$ cat config.mk
export PLATFORM = sky130hd
export DESIGN_NAME = ttt_turn_sequencer
export DESIGN_NICKNAME = d
export VERILOG_FILES = /design/src/rtl/ttt_defs_pkg.sv /design/src/rtl/ttt_win_detect.sv /design/src/rtl/ttt_turn_sequencer.sv
export SDC_FILE = /design/constraint.sdc
export NUM_CORES = 1
export LEC_CHECK = 0
export CAP_MARGIN = 40
export CORE_MARGIN = 3
export CORE_UTILIZATION = 30
export CTS_CLUSTER_SIZE = 30
export DETAILED_ROUTE_END_ITERATION = 8
export GPL_TIMING_DRIVEN = 1
export PLACE_DENSITY_LB_ADDON = 0.1
export SYNTH_ARGS = -nofsm -noshare
export SYNTH_HDL_FRONTEND = slang
export SYNTH_SLANG_ARGS = --single-unit
export TNS_END_PERCENT = 20
$ cat constraint.sdc
create_clock -name clk -period 4.5 [get_ports clk]
set_clock_uncertainty 0.15 [all_clocks]
set_input_delay 0.9 -clock clk [delete_from_list [all_inputs] [get_ports clk]]
set_output_delay 0.9 -clock clk [all_outputs]
set_load 0.01 [all_outputs]
$ cat src/rtl/ttt_defs_pkg.sv
// Shared encodings for the tic-tac-toe sequencer: FSM states, ASCII status
// bytes and the eight winning line masks.
package ttt_defs;

    localparam logic [2:0] S_TURN_X = 3'd0;
    localparam logic [2:0] S_TURN_O = 3'd1;
    localparam logic [2:0] S_CHECK  = 3'd2;
    localparam logic [2:0] S_WIN_X  = 3'd3;
    localparam logic [2:0] S_WIN_O  = 3'd4;
    localparam logic [2:0] S_CATS   = 3'd5;
    localparam logic [2:0] S_ERROR  = 3'd6;

    localparam logic [7:0] ST_PLAY = 8'h2D;
    localparam logic [7:0] ST_WINX = 8'h58;
    localparam logic [7:0] ST_WINO = 8'h4F;
    localparam logic [7:0] ST_CATS = 8'h43;
    localparam logic [7:0] ST_ERR  = 8'h45;

    localparam int N_LINES = 8;

    // Squares 852, 741, 630, 876, 543, 210, 840, 642
    localparam logic [N_LINES-1:0][8:0] WIN_LINES = {
        9'h124, 9'h092, 9'h049, 9'h1C0, 9'h038, 9'h007, 9'h111, 9'h054
    };

    function automatic logic is_onehot9(input logic [8:0] v);
        return (v != 9'd0) && ((v & (v - 9'd1)) == 9'd0);
    endfunction

    function automatic logic [7:0] state_ascii(input logic [2:0] s);
        case (s)
            S_WIN_X: return ST_WINX;
            S_WIN_O: return ST_WINO;
            S_CATS:  return ST_CATS;
            S_ERROR: return ST_ERR;
            default: return ST_PLAY;
        endcase
    endfunction

endpackage

$ cat src/rtl/ttt_win_detect.sv
// Combinational line/full detection on the registered board.
module win_detect
    import ttt_defs::*;
(
    input  logic [8:0] occ,
    input  logic [8:0] owner,
    output logic       x_win,
    output logic       o_win,
    output logic       full
);

    logic [8:0] x_sq;
    logic [8:0] o_sq;

    assign x_sq = occ & ~owner;
    assign o_sq = occ & owner;
    assign full = &occ;

    always_comb begin
        x_win = 1'b0;
        o_win = 1'b0;
        for (int i = 0; i < N_LINES; i++) begin
            if ((x_sq & WIN_LINES[i]) == WIN_LINES[i]) x_win = 1'b1;
            if ((o_sq & WIN_LINES[i]) == WIN_LINES[i]) o_win = 1'b1;
        end
    end

endmodule

$ cat src/rtl/ttt_turn_sequencer.sv
// Tic-tac-toe game sequencer: button sync/edge detect, move validation,
// board registers and turn FSM driving the LEDs and the ASCII status byte.
//
//  state    | meaning
//  TURN_X   | waiting for an X move
//  TURN_O   | waiting for an O move
//  CHECK    | one cycle: evaluate the board just written
//  WIN_X    | X completed a line (terminal)
//  WIN_O    | O completed a line (terminal)
//  CATS     | board full, no line (terminal)
//  ERROR    | illegal move attempted (terminal)
module ttt_turn_sequencer
    import ttt_defs::*;
#(
    parameter int   SYNC_STAGES  = 2,
    parameter logic FIRST_PLAYER = 1'b0
) (
    input  logic       clk,
    input  logic       reset,
    input  logic       flash_clk,
    input  logic       buttonX,
    input  logic       buttonO,
    input  logic [8:0] sel_pos,
    output logic       turnX,
    output logic       turnO,
    output logic [8:0] occ_pos,
    output logic [7:0] game_st
);

    localparam logic [2:0] S_START = FIRST_PLAYER ? S_TURN_O : S_TURN_X;

    logic [SYNC_STAGES-1:0] sync_x;
    logic [SYNC_STAGES-1:0] sync_o;
    logic                   lvl_x_d;
    logic                   lvl_o_d;
    logic                   px;
    logic                   po;
    logic [1:0]             flash_sync;
    logic [8:0]             occ;
    logic [8:0]             owner;
    logic [2:0]             state;
    logic [2:0]             state_nxt;
    logic                   last_o;
    logic                   mover_o;
    logic                   move_ok;
    logic                   x_win;
    logic                   o_win;
    logic                   full;

    assign px = sync_x[SYNC_STAGES-1] & ~lvl_x_d;
    assign po = sync_o[SYNC_STAGES-1] & ~lvl_o_d;

    win_detect u_win_detect (
        .occ   (occ),
        .owner (owner),
        .x_win (x_win),
        .o_win (o_win),
        .full  (full)
    );

    always_comb begin
        state_nxt = state;
        move_ok   = 1'b0;
        mover_o   = (state == S_TURN_O);
        case (state)
            S_TURN_X, S_TURN_O: begin
                if (px | po) begin
                    move_ok   = (mover_o ? (po & ~px) : (px & ~po))
                              & is_onehot9(sel_pos)
                              & ~|(occ & sel_pos);
                    state_nxt = move_ok ? S_CHECK : S_ERROR;
                end
            end
            S_CHECK: begin
                if (x_win)      state_nxt = S_WIN_X;
                else if (o_win) state_nxt = S_WIN_O;
                else if (full)  state_nxt = S_CATS;
                else            state_nxt = last_o ? S_TURN_X : S_TURN_O;
            end
            default: state_nxt = state;
        endcase
    end

    always_ff @(posedge clk or negedge reset) begin
        if (!reset) begin
            sync_x     <= '0;
            sync_o     <= '0;
            lvl_x_d    <= 1'b0;
            lvl_o_d    <= 1'b0;
            flash_sync <= 2'b00;
        end else begin
            sync_x     <= {sync_x[SYNC_STAGES-2:0], buttonX};
            sync_o     <= {sync_o[SYNC_STAGES-2:0], buttonO};
            lvl_x_d    <= sync_x[SYNC_STAGES-1];
            lvl_o_d    <= sync_o[SYNC_STAGES-1];
            flash_sync <= {flash_sync[0], flash_clk};
        end
    end

    // Outputs are registered from the next state so they change with state.
    always_ff @(posedge clk or negedge reset) begin
        if (!reset) begin
            state   <= S_START;
            occ     <= 9'h000;
            owner   <= 9'h000;
            last_o  <= 1'b0;
            turnX   <= ~FIRST_PLAYER;
            turnO   <= FIRST_PLAYER;
            game_st <= ST_PLAY;
        end else begin
            state   <= state_nxt;
            turnX   <= (state_nxt == S_TURN_X);
            turnO   <= (state_nxt == S_TURN_O);
            game_st <= state_ascii(state_nxt);
            if (move_ok) begin
                occ    <= occ | sel_pos;
                owner  <= owner | (mover_o ? sel_pos : 9'h000);
                last_o <= mover_o;
            end
        end
    end

    assign occ_pos = occ & (~owner | {9{flash_sync[1]}});

endmodule

Word level (Yosys, flattened, before mapping)
Index checks and enable logic that the tools add are counted.
{"block": "op_classes", "add_sub_neg": 1, "n_mul": 0, "n_div": 0, "magnitude_cmp": 0, "n_eq_ne": 23, "shift": 0, "muxes": 28, "n_bitwise": 20, "reduce_logical": 9}
{"operator": "$eq 3x3->1 const B", "count": 19}
{"operator": "$and 9x9->9", "count": 5}
{"operator": "$pmux 7 s4", "count": 1}
{"operator": "$or 9x9->9", "count": 3}
{"operator": "$mux 1", "count": 20}
{"operator": "$mux 3", "count": 5}
{"operator": "$logic_not 9->1", "count": 1}
{"operator": "$mux 9", "count": 1}
{"operator": "$not 9->9", "count": 1}
{"operator": "$reduce_and 9->1", "count": 1}
{"operator": "$reduce_bool 9->1", "count": 1}
{"operator": "$reduce_or 9->1", "count": 1}
{"operator": "$sub 9x1->9 const B", "count": 1}
{"operator": "$and 1x1->1", "count": 6}
{"operator": "$eq 3x1->1 const B", "count": 2}
{"operator": "$eq 3x2->1 const B", "count": 2}
{"operator": "$logic_not 3->1", "count": 2}
{"operator": "$pmux 3 s2", "count": 1}
{"operator": "$not 1->1", "count": 4}
{"operator": "$reduce_or 2->1", "count": 1}
{"operator": "$logic_and 1x1->1", "count": 1}
{"operator": "$logic_not 1->1", "count": 1}
{"operator": "$or 1x1->1", "count": 1}
{"block": "totals", "register_bits": 40, "latchBits": 0, "mem_bits_rw": 0, "mem_bits_ro": 0, "inputBits": 14, "out_inout_bits": 19, "wordCells": 93, "memories": 0}

Depth between registers and ports, before layout
Gate-level depths: netlist of the first run.
{"block": "logic_depth", "depth_word": 15, "ltp_mapped": 9, "depth_no_buf": 7}

Modules after synthesis
From an unflattened synthesis of the first run, not the netlist that was laid out.
{"block": "hier_totals", "cells_unflattened": 165, "hier_area_um2": 1868.0}
{"module": "ttt_turn_sequencer", "n_inst": 1, "cells_each": 129, "area_each_um2": 1627.8, "seq_area_each_um2": 982.2}
{"module": "win_detect", "n_inst": 1, "cells_each": 36, "area_each_um2": 240.2, "seq_area_each_um2": 0.0}

Least setup slack after synthesis of the first run
Ideal clock, no wire load.
{"block": "synth_path", "path_kind": "input to register", "from": "in sel_pos[1]", "to": "reg last_o", "setup_ns": 0.125, "t_arrival_ns": 2.676, "required_time_ns": 4.225, "setup_slack_ns": 1.549, "stages": 7, "path_buffers": 1, "cell_sequence": "or4_4 nor4_1 mux2i_1 nand3_2 nor2_1 buf_2 mux2_2"}
{"block": "synth_between", "elab_chain_len": 8, "word_cells_on_any_way": 12, "classes_between": "add/sub (1); mux (2); bitwise (4); reduce/logical (5)"}
{"element": "start, declared", "line_no": "ttt_turn_sequencer.sv:23", "text": "input logic [8:0] sel_pos,"}
{"element": "$sub 9x1->9", "line_no": "ttt_defs_pkg.sv:27", "text": "return (v != 9'd0) && ((v & (v - 9'd1)) == 9'd0);"}
{"element": "$and 9x9->9", "line_no": "ttt_defs_pkg.sv:27"}
{"element": "$logic_not 9->1", "line_no": "ttt_defs_pkg.sv:27"}
{"element": "$logic_and 1x1->1", "line_no": "ttt_defs_pkg.sv:27"}
{"element": "$and 1x1->1", "line_no": "ttt_turn_sequencer.sv:69", "text": "& is_onehot9(sel_pos)"}
{"element": "$and 1x1->1 *", "line_no": "ttt_turn_sequencer.sv:70", "text": "& ~|(occ & sel_pos);"}
{"element": "$mux 1 *", "line_no": "ttt_turn_sequencer.sv:67", "text": "if (px | po) begin"}
{"element": "$mux 1 *", "line_no": "ttt_turn_sequencer.sv:65", "text": "case (state)"}
{"element": "end signal, assigned", "line_no": "ttt_turn_sequencer.sv:118", "text": "last_o <= mover_o;"}
{"element": "end, declared", "line_no": "ttt_turn_sequencer.sv:43", "text": "logic last_o;"}
Every way passes the cells marked *; elsewhere a longest branch is shown, timed or not.
A chain may end at the register's enable or synchronous reset.

Final worst setup path of the first run
{"block": "layout_path", "from": "in sel_pos[1]", "to": "reg owner[1]"}
{"block": "layout_between", "elab_chain_len": 8, "word_cells_on_any_way": 14, "classes_between": "add/sub (1); mux (3); bitwise (5); reduce/logical (5)"}
{"element": "$sub 9x1->9", "line_no": "ttt_defs_pkg.sv:27"}
{"element": "$and 9x9->9", "line_no": "ttt_defs_pkg.sv:27"}
{"element": "$logic_not 9->1", "line_no": "ttt_defs_pkg.sv:27"}
{"element": "$logic_and 1x1->1", "line_no": "ttt_defs_pkg.sv:27"}
{"element": "$and 1x1->1", "line_no": "ttt_turn_sequencer.sv:69"}
{"element": "$and 1x1->1", "line_no": "ttt_turn_sequencer.sv:70"}
{"element": "$mux 1", "line_no": "ttt_turn_sequencer.sv:67"}
{"element": "$mux 1", "line_no": "ttt_turn_sequencer.sv:65"}
{"element": "end signal, assigned", "line_no": "ttt_turn_sequencer.sv:117", "text": "owner <= owner | (mover_o ? sel_pos : 9'h000);"}
{"element": "end, declared", "line_no": "ttt_turn_sequencer.sv:40", "text": "logic [8:0] owner;"}
Parallel ways exist; a longest one is shown, timed or not.

==> results of run 1 <==
==> stage by stage <==
| stage | instance area, µm² | instances | hold slack [ns] | power, µW |
|---|---|---|---|---|
| after floorplan | 1820 | 163 | 0.181 | 450 |
| after global placement | 2190 | 260 | 0.182 | 514 |
| after detailed placement | 2220 | 261 | 0.186 | 518 |
| after CTS | 2320 | 269 | 0.204 | 779 |
| after global routing | 2320 | 269 | 0.223 | 813 |
| final | 2320 | 269 | 0.200 | 766 |
==> cell families after synthesis <==
logic type	count (synthesis)	synth area share
AND/OR/NAND/NOR	55	0.187
AO/OA/AOI/OAI	51	0.209
flip-flops	39	0.539
buffers and inverters	10	0.0240
XOR/XNOR	3	0.0144
multiplexers	3	0.0179
adder cells (fa/ha/maj)	1	0.00618
other	1	0.00206
==> worst min-delay path by stage <==
| stage | end | from | cells past startpoint | slack (ns) |
|---|---|---|---|---|
| detailed placement | flash_sync[1] | flash_sync[0] | 0 | 0.19 |
| floorplan | flash_sync[1] | flash_sync[0] | 0 | 0.18 |
| global placement | flash_sync[1] | flash_sync[0] | 0 | 0.18 |
| global route | flash_sync[1] | flash_sync[0] | 0 | 0.22 |
| CTS | flash_sync[1] | flash_sync[0] | 0 | 0.20 |
| finish | flash_sync[1] | flash_sync[0] | 0 | 0.20 |
==> sequential cells by signal, summed over array words and instances (netlist names) <==
signal / cells
lvl_o_d: 1
game_st: 7
flash_sync: 2
last_o: 1
state: 3
lvl_x_d: 1
turnO: 1
sync_o: 2
turnX: 1
occ: 9
owner: 9
sync_x: 2
==> critical path, cell delays in order <==
cell and delay [ns]:
sky130_fd_sc_hd__clkdlybuf4s50_1 0.51, sky130_fd_sc_hd__or4_4 0.59, sky130_fd_sc_hd__nor4_1 0.30, sky130_fd_sc_hd__mux2i_1 0.25
sky130_fd_sc_hd__nand3_2 0.11, sky130_fd_sc_hd__nor2_1 0.33, sky130_fd_sc_hd__and2_1 0.42, sky130_fd_sc_hd__a21o_2 0.18
==> cell type report <==
class                           instances  area, µm²
Tap cell                               72       90.1
Multi-Input combinational cell        114        796
Sequential cell                        39        982
Clock inverter                          1       7.51
Timing Repair Buffer                   33        340
Inverter                                3       11.3
Fill cell                             584       3350
Clock buffer                            7       96.3
==> power by group through the flow <==
stage	combinational (µW)	clock (µW)	sequential (µW)
after CTS	117	267	395
after detailed placement	116	0	401
after floorplan	42.4	0	407
after global placement	112	0	402
after global routing	128	287	398
final	115	257	394
==> cells in the mapped netlist, types with 3 or more instances <==
| library cell | instances |
|---|---|
| sky130_fd_sc_hd__dfrtp_1 | 34 |
| sky130_fd_sc_hd__a21oi_1 | 6 |
| sky130_fd_sc_hd__nor4_1 | 3 |
| sky130_fd_sc_hd__nand2_1 | 11 |
| sky130_fd_sc_hd__a21boi_0 | 9 |
| sky130_fd_sc_hd__nor2b_1 | 5 |
| sky130_fd_sc_hd__o21ai_0 | 4 |
| sky130_fd_sc_hd__o31ai_1 | 3 |
| sky130_fd_sc_hd__dfstp_2 | 5 |
| sky130_fd_sc_hd__clkbuf_1 | 4 |
| sky130_fd_sc_hd__nor2_1 | 5 |
| sky130_fd_sc_hd__nand4_1 | 9 |
| sky130_fd_sc_hd__or3_1 | 3 |
| sky130_fd_sc_hd__a21o_1 | 16 |
| sky130_fd_sc_hd__nor4bb_1 | 6 |
==> placed cells by master, fill, tap and decap left out, drive strengths merged, types with 2 or more instances in the layout <==
master and instances:
dfrtp 34, nand2 11, inv 3, mux2 2, a21boi 9, a21oi 6, nor4bb 6, clkdlybuf4s50 30
a22oi 2, clkbuf 7, nor2 5, buf 3, o31ai 3, a21o 18, nor2b 5, and2 3
nand3 3, nand4 9, nor4 3, or3 3, dfstp 5, xnor2 2, o21ai 6
==> routing by layer <==
metal	GRT usage	wire [µm]
met3	0.0346	209
met1	0.183	2050
met2	0.227	2160
met4	0.0658	118
met5	0	0
==> reports/summary.md, run 1 <==
## Flow run
• max capacitance violation total: 0

## STA
• max-slew violations: 0
• Tcrit/Tclk final: 0.784
• hold violation total from the final report: 0
• upper clock frequency limit: 0.284 GHz
• final critical path time including I/O delays and setup: 3.53 ns
• minimum setup slack in the final design: 0.974 ns
• unrepaired setup endpoints after global routing: no
• final setup TNS: 0 ns
• Rel. slew slack: 0.598
• Tightest Pin Transition: 0.597 ns
• total of endpoints with negative setup slack in the final report: 0

## Clock network
• number of buffers inserted during clock tree synthesis: 5
• total of cells resized after clock tree synthesis: 0
• number of hold buffers added after cts: 0
• number of levels in the clock H-tree: 2
• clock latency at the later pin of the worst-skew pair: 0.28 ns
• CTS tree: built
• Max clock buf depth: 2
• Post-CTS Setup Bufs: 0
• cell at the root of the clock tree: sky130_fd_sc_hd__clkbuf_8
• clock slew seen by the registers of the worst setup and hold paths: 0.07 ns
• number of sinks handled by clock tree synthesis: 39

## Floorplanning
• number of placement rows: 27
• Die W: 83.9 µm
• area enclosed by the die boundary: 0.00704 mm²
• total I/O pin count: 33
• Initial Util: 0.321
• core region area: 0.00568 mm²
• die boundary height: 83.9 µm

## Worst setup path
• worst reg2reg setup slack: 1.83 ns
• capturing instance or port of the critical path: owner[1]
• startpoint type of the worst setup path: input pin
• FF-to-FF End: owner[1]
• type of the setup path with the least slack: in -> reg
• CP required: 4.58 ns
• cell depth of the worst flop-to-flop path: 7
• Crit. Startpoint: sel_pos[1]
• Setup crit end kind: flop
• worst endpoint data arrival time: 3.61 ns
• worst-path fanout max: 9
• origin of the critical flop-to-flop path: state[0]

## Route
• average via count per standard cell: 5.30
• first-pass iteration count of the detailed router: 4
• number of violations reported at the end of detailed-routing iteration 0: 69
• wire per inst: 16.9 µm
• total via count in the routed design: 1,427
• final wirelength: 4540 µm
• number of nets with antenna violations after routing: 0
• total DRC errors in the routed layout: 0

## Synth
• Ys Warns: 0
• most common flop cell mapped by yosys: sky130_fd_sc_hd__dfrtp_1
• Mapped Area: 0.00182 mm²
• largest cells by area after synthesis: sky130_fd_sc_hd__dfrtp_1 47%, sky130_fd_sc_hd__dfstp_2 7.2%, sky130_fd_sc_hd__a21o_1 6.6%
• number of register bits inferred by synthesis: 39
• async set-or-reset flop fraction in the synthesized netlist: 1.00
• Post-synth EDFFs: 0
• unique cell type count in the Yosys netlist: 47
• average cell area after synthesis: 11.2 µm²
• share of synthesized area occupied by flip-flops and latches: 0.539
• proportion of netlist area held by the largest area contributor: 0.467
• syn nets: 177
• Post-Syn Instances: 163
• largest area contributor in the synthesized netlist: sky130_fd_sc_hd__dfrtp_1

## Place
• port buffer count: 31
• worst-case setup slack after placement: 0.671 ns
• final weighted congestion in routability-driven placement: 0.865
• half-perimeter wire length after placement: 3320 µm

## Power and ir drop
• leakage power total: 0.00103 µW
• maximum resistive drop on vdd: 0.198 mV
• combinational group share of total power: 0.150
• NetSw: 189 µW
• clock network fraction of design power: 0.336
• Internal Pwr Total: 577 µW
• PwrDens: 330 mW/mm²
• Seq pwr share: 0.514
• proportion of total power due to net switching: 0.247

## Finish
• Area growth syn-to-layout: 27.5%
• fin util: 0.409
• diode insertion count for antenna repair: 0
• net count of the finished layout: 210
• proportion of layout cells with a drive suffix above 1: 0.152

## Global route
• maximum number of pins on one net before global-route repair: 22
• total global routing track utilization: 0.143
• first-pass GRT wire length: 8020 µm
• vias in the first global route: 1,554
• initial antenna violation count: 0
• Overflow after GRT: 0

## Status
• status: completed

## Min path
• path category of the worst min-delay check: reg -> reg

Note: power is estimated with default switching activity, not from simulation.
==> inputs of run 2 (changes only) <==
==> constraint.sdc (replaced) <==
create_clock -name clk -period 3.2 [get_ports clk]
set_clock_uncertainty 0.15 [all_clocks]
set_input_delay 0.64 -clock clk [delete_from_list [all_inputs] [get_ports clk]]
set_output_delay 0.64 -clock clk [all_outputs]
set_load 0.01 [all_outputs]
==> run 2 against run 1 <==
Clock-buffer cell count stayed put. Final cell count is 4.5% higher. Non-clock buffer count is 12 higher. Core utilization increased by 1.2 points. Clock power up 30%. First-iteration DRC count is 43% higher. Via count is 2.9% higher. Hold slack lost 0.13 ns. Global-route usage is 0.32 points lower. Register-to-register slack worse by 1.1 ns. Critical path type unchanged.
==> reports/summary.md, run 2 (synthesis results as in run 1) <==
## Status
• status: completed, unchanged

## Clock network
• clock slew seen by the registers of the worst setup and hold paths: 0.08 ns, was 0.07 ns
• number of buffers inserted during clock tree synthesis: 5, unchanged
• number of levels in the clock H-tree: 2, unchanged
• CTS tree: built, unchanged
• clock latency at the later pin of the worst-skew pair: 0.28 ns, about the same
• cell at the root of the clock tree: sky130_fd_sc_hd__clkbuf_8, unchanged
• number of sinks handled by clock tree synthesis: 39, unchanged
• number of hold buffers added after cts: 0, unchanged
• total of cells resized after clock tree synthesis: 0, unchanged
• Max clock buf depth: 2, unchanged
• Post-CTS Setup Bufs: 0, unchanged

## Worst setup path
• worst-path fanout max: 5, was 9
• capturing instance or port of the critical path: owner[5], was owner[1]
• FF-to-FF End: game_st[2], was owner[1]
• worst reg2reg setup slack: 0.72 ns, was 1.83 ns
• worst endpoint data arrival time: 2.98 ns, was 3.61 ns
• Crit. Startpoint: sel_pos[1], unchanged
• origin of the critical flop-to-flop path: occ[8], was state[0]
• cell depth of the worst flop-to-flop path: 8, was 7
• startpoint type of the worst setup path: input pin, unchanged
• type of the setup path with the least slack: in -> reg, unchanged
• Setup crit end kind: flop, unchanged
• CP required: 3.28 ns, was 4.58 ns

## Power and ir drop
• PwrDens: 443 mW/mm², was 330 mW/mm²
• maximum resistive drop on vdd: 0.236 mV, was 0.198 mV
• leakage power total: 0.00109 µW, was 0.00103 µW

## STA
• hold violation total from the final report: 0, unchanged
• upper clock frequency limit: 0.345 GHz
• unrepaired setup endpoints after global routing: no, unchanged
• Tightest Pin Transition: 0.594 ns, was 0.597 ns
• final critical path time including I/O delays and setup: 2.90 ns
• Tcrit/Tclk final: 0.906
• final setup TNS: 0 ns, unchanged
• max-slew violations: 0, unchanged
• Rel. slew slack: 0.594, was 0.598
• total of endpoints with negative setup slack in the final report: 0, unchanged

## Floorplanning
• area enclosed by the die boundary: 0.00704 mm², unchanged
• core region area: 0.00568 mm², unchanged
• die boundary height: 83.9 µm, unchanged
• total I/O pin count: 33, unchanged
• number of placement rows: 27, unchanged
• Die W: 83.9 µm, unchanged
• Initial Util: 0.321, unchanged

## Route
• wire per inst: 16.5 µm, was 16.9 µm
• total DRC errors in the routed layout: 0, unchanged
• first-pass iteration count of the detailed router: 4, unchanged
• final wirelength: 4640 µm, was 4540 µm
• number of violations reported at the end of detailed-routing iteration 0: 99, was 69
• average via count per standard cell: 5.22, was 5.30
• total via count in the routed design: 1,468, was 1,427
• number of nets with antenna violations after routing: 0, unchanged

## Finish
• fin util: 0.422, was 0.409
• Area growth syn-to-layout: 31.4%, was 27.5%
• diode insertion count for antenna repair: 0, unchanged
• most used cells in the layout excluding fill and tap cells: 34 x sky130_fd_sc_hd__dfrtp_1, 30 x sky130_fd_sc_hd__clkdlybuf4s50_1, 16 x sky130_fd_sc_hd__a21o_1, unchanged
• most common library cell in the layout ignoring fill and taps: sky130_fd_sc_hd__dfrtp_1, unchanged
• largest registers: occ x9, owner x9, game_st x7, unchanged
• net count of the finished layout: 222, was 210
• total of fill cells in the finished design: 581, was 584
• proportion of layout cells with a drive suffix above 1: 0.196, was 0.152

## Global route
• first-pass GRT wire length: 7850 µm, was 8020 µm
• vias in the first global route: 1,547, was 1,554
• total global routing track utilization: 0.140, was 0.143
• initial antenna violation count: 0, unchanged
• maximum number of pins on one net before global-route repair: 40, was 22
• Overflow after GRT: 0, unchanged

## Min path
• path category of the worst min-delay check: in -> async, was reg -> reg

## Place
• port buffer count: 31, unchanged
• half-perimeter wire length after placement: 3390 µm, was 3320 µm
• final weighted congestion in routability-driven placement: 0.914, was 0.865

## Flow run
• max capacitance violation total: 0, unchanged

[run 2: critical path, stage by stage]
cell and delay, ns:
sky130_fd_sc_hd__clkdlybuf4s50_1 0.44, sky130_fd_sc_hd__or4_4 0.56, sky130_fd_sc_hd__nor4_1 0.30, sky130_fd_sc_hd__mux2i_1 0.26
sky130_fd_sc_hd__nand3_2 0.12, sky130_fd_sc_hd__nor2_1 0.21, sky130_fd_sc_hd__and2_1 0.19, sky130_fd_sc_hd__buf_4 0.14
sky130_fd_sc_hd__a21o_1 0.12
[run 2: power by group]
group	switching (µW)	internal (µW)
combinational	83.7	88.2
clock	159	174
sequential	20.3	536
[run 2: worst min-delay path by stage]
stage	start	endpoint	slack [ns]	depth (start not counted)
after floorplan	flash_sync[0]	flash_sync[1]	0.18	0
after global placement	sync_o[0]	sync_o[1]	0.18	0
after detailed placement	flash_sync[0]	flash_sync[1]	0.19	0
after CTS	flash_sync[0]	flash_sync[1]	0.20	0
after global routing	reset	sync_x[1]	0.07	1
final	reset	sync_x[1]	0.08	1
[run 2: final cells by class]
| type | count | area (µm²) | area share |
|---|---|---|---|
| Clock inverter | 1 | 5.00 | 0.00209 |
| Sequential cell | 39 | 982 | 0.410 |
| Clock buffer | 7 | 86.3 | 0.0361 |
| Timing Repair Buffer | 45 | 423 | 0.177 |
| Inverter | 3 | 11.3 | 0.00470 |
| Multi-Input combinational cell | 114 | 796 | 0.332 |
| Tap cell | 72 | 90.1 | 0.0376 |
[run 2: per-layer routing]
layer | track usage | part of all wire | up-vias
met5 | 0 | 0 | -
met4 | 0.0395 | 0.0095 | 0
met3 | 0.0355 | 0.040 | 5
met2 | 0.236 | 0.50 | 24
met1 | 0.177 | 0.45 | 749
li1 | - | - | 690
[run 2: per-stage QoR]
stage / std cells / hold slack (ns) / power, µW / cell area (µm²) / setup slack (ns)
floorplan: 163 / 0.181 / 632 / 1820 / 0.509
global placement: 272 / 0.183 / 733 / 2280 / 0.0480
detailed placement: 272 / 0.187 / 736 / 2280 / -0.0375
CTS: 280 / 0.203 / 1070 / 2370 / 0.283
global route: 281 / 0.0739 / 1130 / 2390 / 0.0984
finish: 281 / 0.0754 / 1060 / 2390 / 0.301
==> inputs of run 3 (changes only) <==
--- a/config.mk
+++ b/config.mk
@@ -7,7 +7,8 @@
 export LEC_CHECK = 0
 export CAP_MARGIN = 40
 export CORE_MARGIN = 3
-export CORE_UTILIZATION = 30
+export CORE_UTILIZATION = 35
+export CTS_BUF_LIST = sky130_fd_sc_hd__clkbuf_2 sky130_fd_sc_hd__clkbuf_4 sky130_fd_sc_hd__clkbuf_8
 export CTS_CLUSTER_SIZE = 30
 export DETAILED_ROUTE_END_ITERATION = 8
 export GPL_TIMING_DRIVEN = 1
==> run 3 against run 2 <==
First-iteration DRC count fell by 6.1%. Wire length fell by 6.0%. Critical path type unchanged. Highest routed layer unchanged. Combinational power fell by 3%. Clock-buffer cell count did not move.
==> reports/summary.md, run 3 (synthesis results as in run 1) <==
## Status
• status: completed, unchanged

## Worst setup path
• worst-path fanout max: 9, was 5
• CP required: 3.28 ns, about the same
• Setup crit end kind: flop, unchanged
• type of the setup path with the least slack: in -> reg, unchanged
• startpoint type of the worst setup path: input pin, unchanged
• worst endpoint data arrival time: 2.98 ns, about the same

## STA
• Worst Hold Margin: 0.210 ns, was 0.0754 ns
• final critical path time including I/O delays and setup: 2.91 ns, was 2.90 ns
• total of endpoints with negative setup slack in the final report: 0, unchanged
• max-slew violations: 0, unchanged
• Rel. slew slack: 0.449, was 0.594
• hold violation total from the final report: 0, unchanged
• Tightest Pin Transition: 0.827 ns, was 0.594 ns
• unrepaired setup endpoints after global routing: no, unchanged
• upper clock frequency limit: 0.344 GHz, was 0.345 GHz
• Tcrit/Tclk final: 0.909, was 0.906

## Finish
• Post-Layout Cell Count: 271, was 281
• most used cells in the layout excluding fill and tap cells: 34 x sky130_fd_sc_hd__dfrtp_1, 30 x sky130_fd_sc_hd__clkdlybuf4s50_1, 16 x sky130_fd_sc_hd__a21o_1, unchanged
• proportion of layout cells with a drive suffix above 1: 0.181, was 0.196
• most common library cell in the layout ignoring fill and taps: sky130_fd_sc_hd__dfrtp_1, unchanged
• largest registers: occ x9, owner x9, game_st x7, unchanged
• net count of the finished layout: 217, was 222
• final design instance area without fill: 0.00233 mm², was 0.00239 mm²
• Area growth syn-to-layout: 28.2%, was 31.4%
• diode insertion count for antenna repair: 0, unchanged

## Place
• final weighted congestion in routability-driven placement: 0.827, was 0.914
• half-perimeter wire length after placement: 3210 µm, was 3390 µm
• port buffer count: 31, unchanged
• cell area after placement: 0.00225 mm², was 0.00228 mm²
• dpl cells: 263, was 272

## Global route
• initial antenna violation count: 0, unchanged
• total global routing track utilization: 0.150, was 0.140
• Overflow after GRT: 0, unchanged
• first-pass GRT wire length: 7270 µm, was 7850 µm
• vias in the first global route: 1,507, was 1,547
• maximum number of pins on one net before global-route repair: 40, unchanged

## Power and ir drop
• leakage power total: 0.00106 µW, was 0.00109 µW
• PwrDens: 450 mW/mm², was 443 mW/mm²
• maximum resistive drop on vdd: 0.326 mV, was 0.236 mV

## Clock network
• Max clock buf depth: 2, unchanged
• clock latency at the later pin of the worst-skew pair: 0.28 ns, about the same
• number of levels in the clock H-tree: 2, unchanged
• Post-CTS Setup Bufs: 0, unchanged
• clock slew seen by the registers of the worst setup and hold paths: 0.07 ns, was 0.08 ns
• total of cells resized after clock tree synthesis: 0, unchanged
• number of hold buffers added after cts: 0, unchanged
• CTS tree: built, unchanged
• number of buffers inserted during clock tree synthesis: 5, unchanged
• cell at the root of the clock tree: sky130_fd_sc_hd__clkbuf_8, unchanged
• number of sinks handled by clock tree synthesis: 39, unchanged

## Route
• final wirelength: 4360 µm, was 4640 µm
• total DRC errors in the routed layout: 0, unchanged
• wire per inst: 16.1 µm, was 16.5 µm
• total via count in the routed design: 1,446, was 1,468
• first-pass iteration count of the detailed router: 4, unchanged
• average via count per standard cell: 5.34, was 5.22
• number of nets with antenna violations after routing: 0, unchanged
• number of violations reported at the end of detailed-routing iteration 0: 93, was 99

## Flow run
• max capacitance violation total: 0, unchanged

## Floorplanning
• Initial Util: 0.373, was 0.321
• area enclosed by the die boundary: 0.00611 mm², was 0.00704 mm²
• number of placement rows: 25, was 27
• die boundary height: 78.1 µm, was 83.9 µm
• core region area: 0.00488 mm², was 0.00568 mm²
• Die W: 78.1 µm, was 83.9 µm
• total I/O pin count: 33, unchanged

## Min path
• path category of the worst min-delay check: reg -> reg, was in -> async

-- run 3: cell types whose count changed in the layout (fill, tap and decap cells not counted) --
cell / delta
sky130_fd_sc_hd__buf_12: -1
sky130_fd_sc_hd__buf_4: -4
sky130_fd_sc_hd__clkbuf_1: -1
sky130_fd_sc_hd__clkbuf_4: +2
sky130_fd_sc_hd__clkbuf_8: -1
-- run 3: path summary, 6_finish.rpt --
kind	startpoint	endpoint	slack [ns]	cells after the start
max	sel_pos[1]	owner[1]	0.29	8
min	flash_sync[0]	flash_sync[1]	0.21	0
min reg2reg	flash_sync[0]	flash_sync[1]	0.21	0
min in group asynchronous	reset	sync_x[1]	0.30	1
max reg2reg	state[0]	owner[1]	0.77	7
max in group asynchronous	reset	game_st[6]	2.08	1
-- run 3: through the flow --
stage | TNS (ns) | power (µW) | setup WS, ns | util
2_1_floorplan | 0 | 632 | 0.509 | -
3_3_place_gp | 0 | 730 | 0.0466 | 0.460
3_5_place_dp | -0.108 | 734 | -0.0226 | 0.460
4_1_cts | 0 | 1060 | 0.278 | 0.478
5_1_grt | 0 | 1100 | 0.0660 | 0.478
6_report | 0 | 1050 | 0.291 | 0.478
-- run 3: power by group --
part           internal, µW  leakage [µW]  total [µW]  switching, µW
registers               536      0.000493         556           20.0
clock network           170     0.0000491         328            159
logic                  84.9      0.000517         167           81.6
total                   791       0.00106        1050            260
-- run 3: layer usage --
layer | track usage | wire, µm | vias to the layer above
met5 | 0 | 0 | -
met1 | 0.180 | 1860 | 720
met4 | 0.0385 | 15 | 0
met3 | 0.0390 | 274 | 2
li1 | - | - | 684
met2 | 0.265 | 2220 | 40
-- run 3: critical path: stages --
cell                              delay, ns
sky130_fd_sc_hd__clkdlybuf4s50_1       0.42
sky130_fd_sc_hd__or4_4                 0.55
sky130_fd_sc_hd__nor4_1                0.30
sky130_fd_sc_hd__mux2i_1               0.25
sky130_fd_sc_hd__nand3_2               0.11
sky130_fd_sc_hd__nor2_1                0.19
sky130_fd_sc_hd__and2_1                0.34
sky130_fd_sc_hd__a21o_2                0.18
-- run 3: cell type report --
type	instances	area (µm²)
multi-input combinational	114	796
clock buffer	7	83.8
sequential	39	982
inverter	3	11.3
clock inverter	1	5.00
tap	67	83.8
fill	482	2540
timing repair buffer	40	373
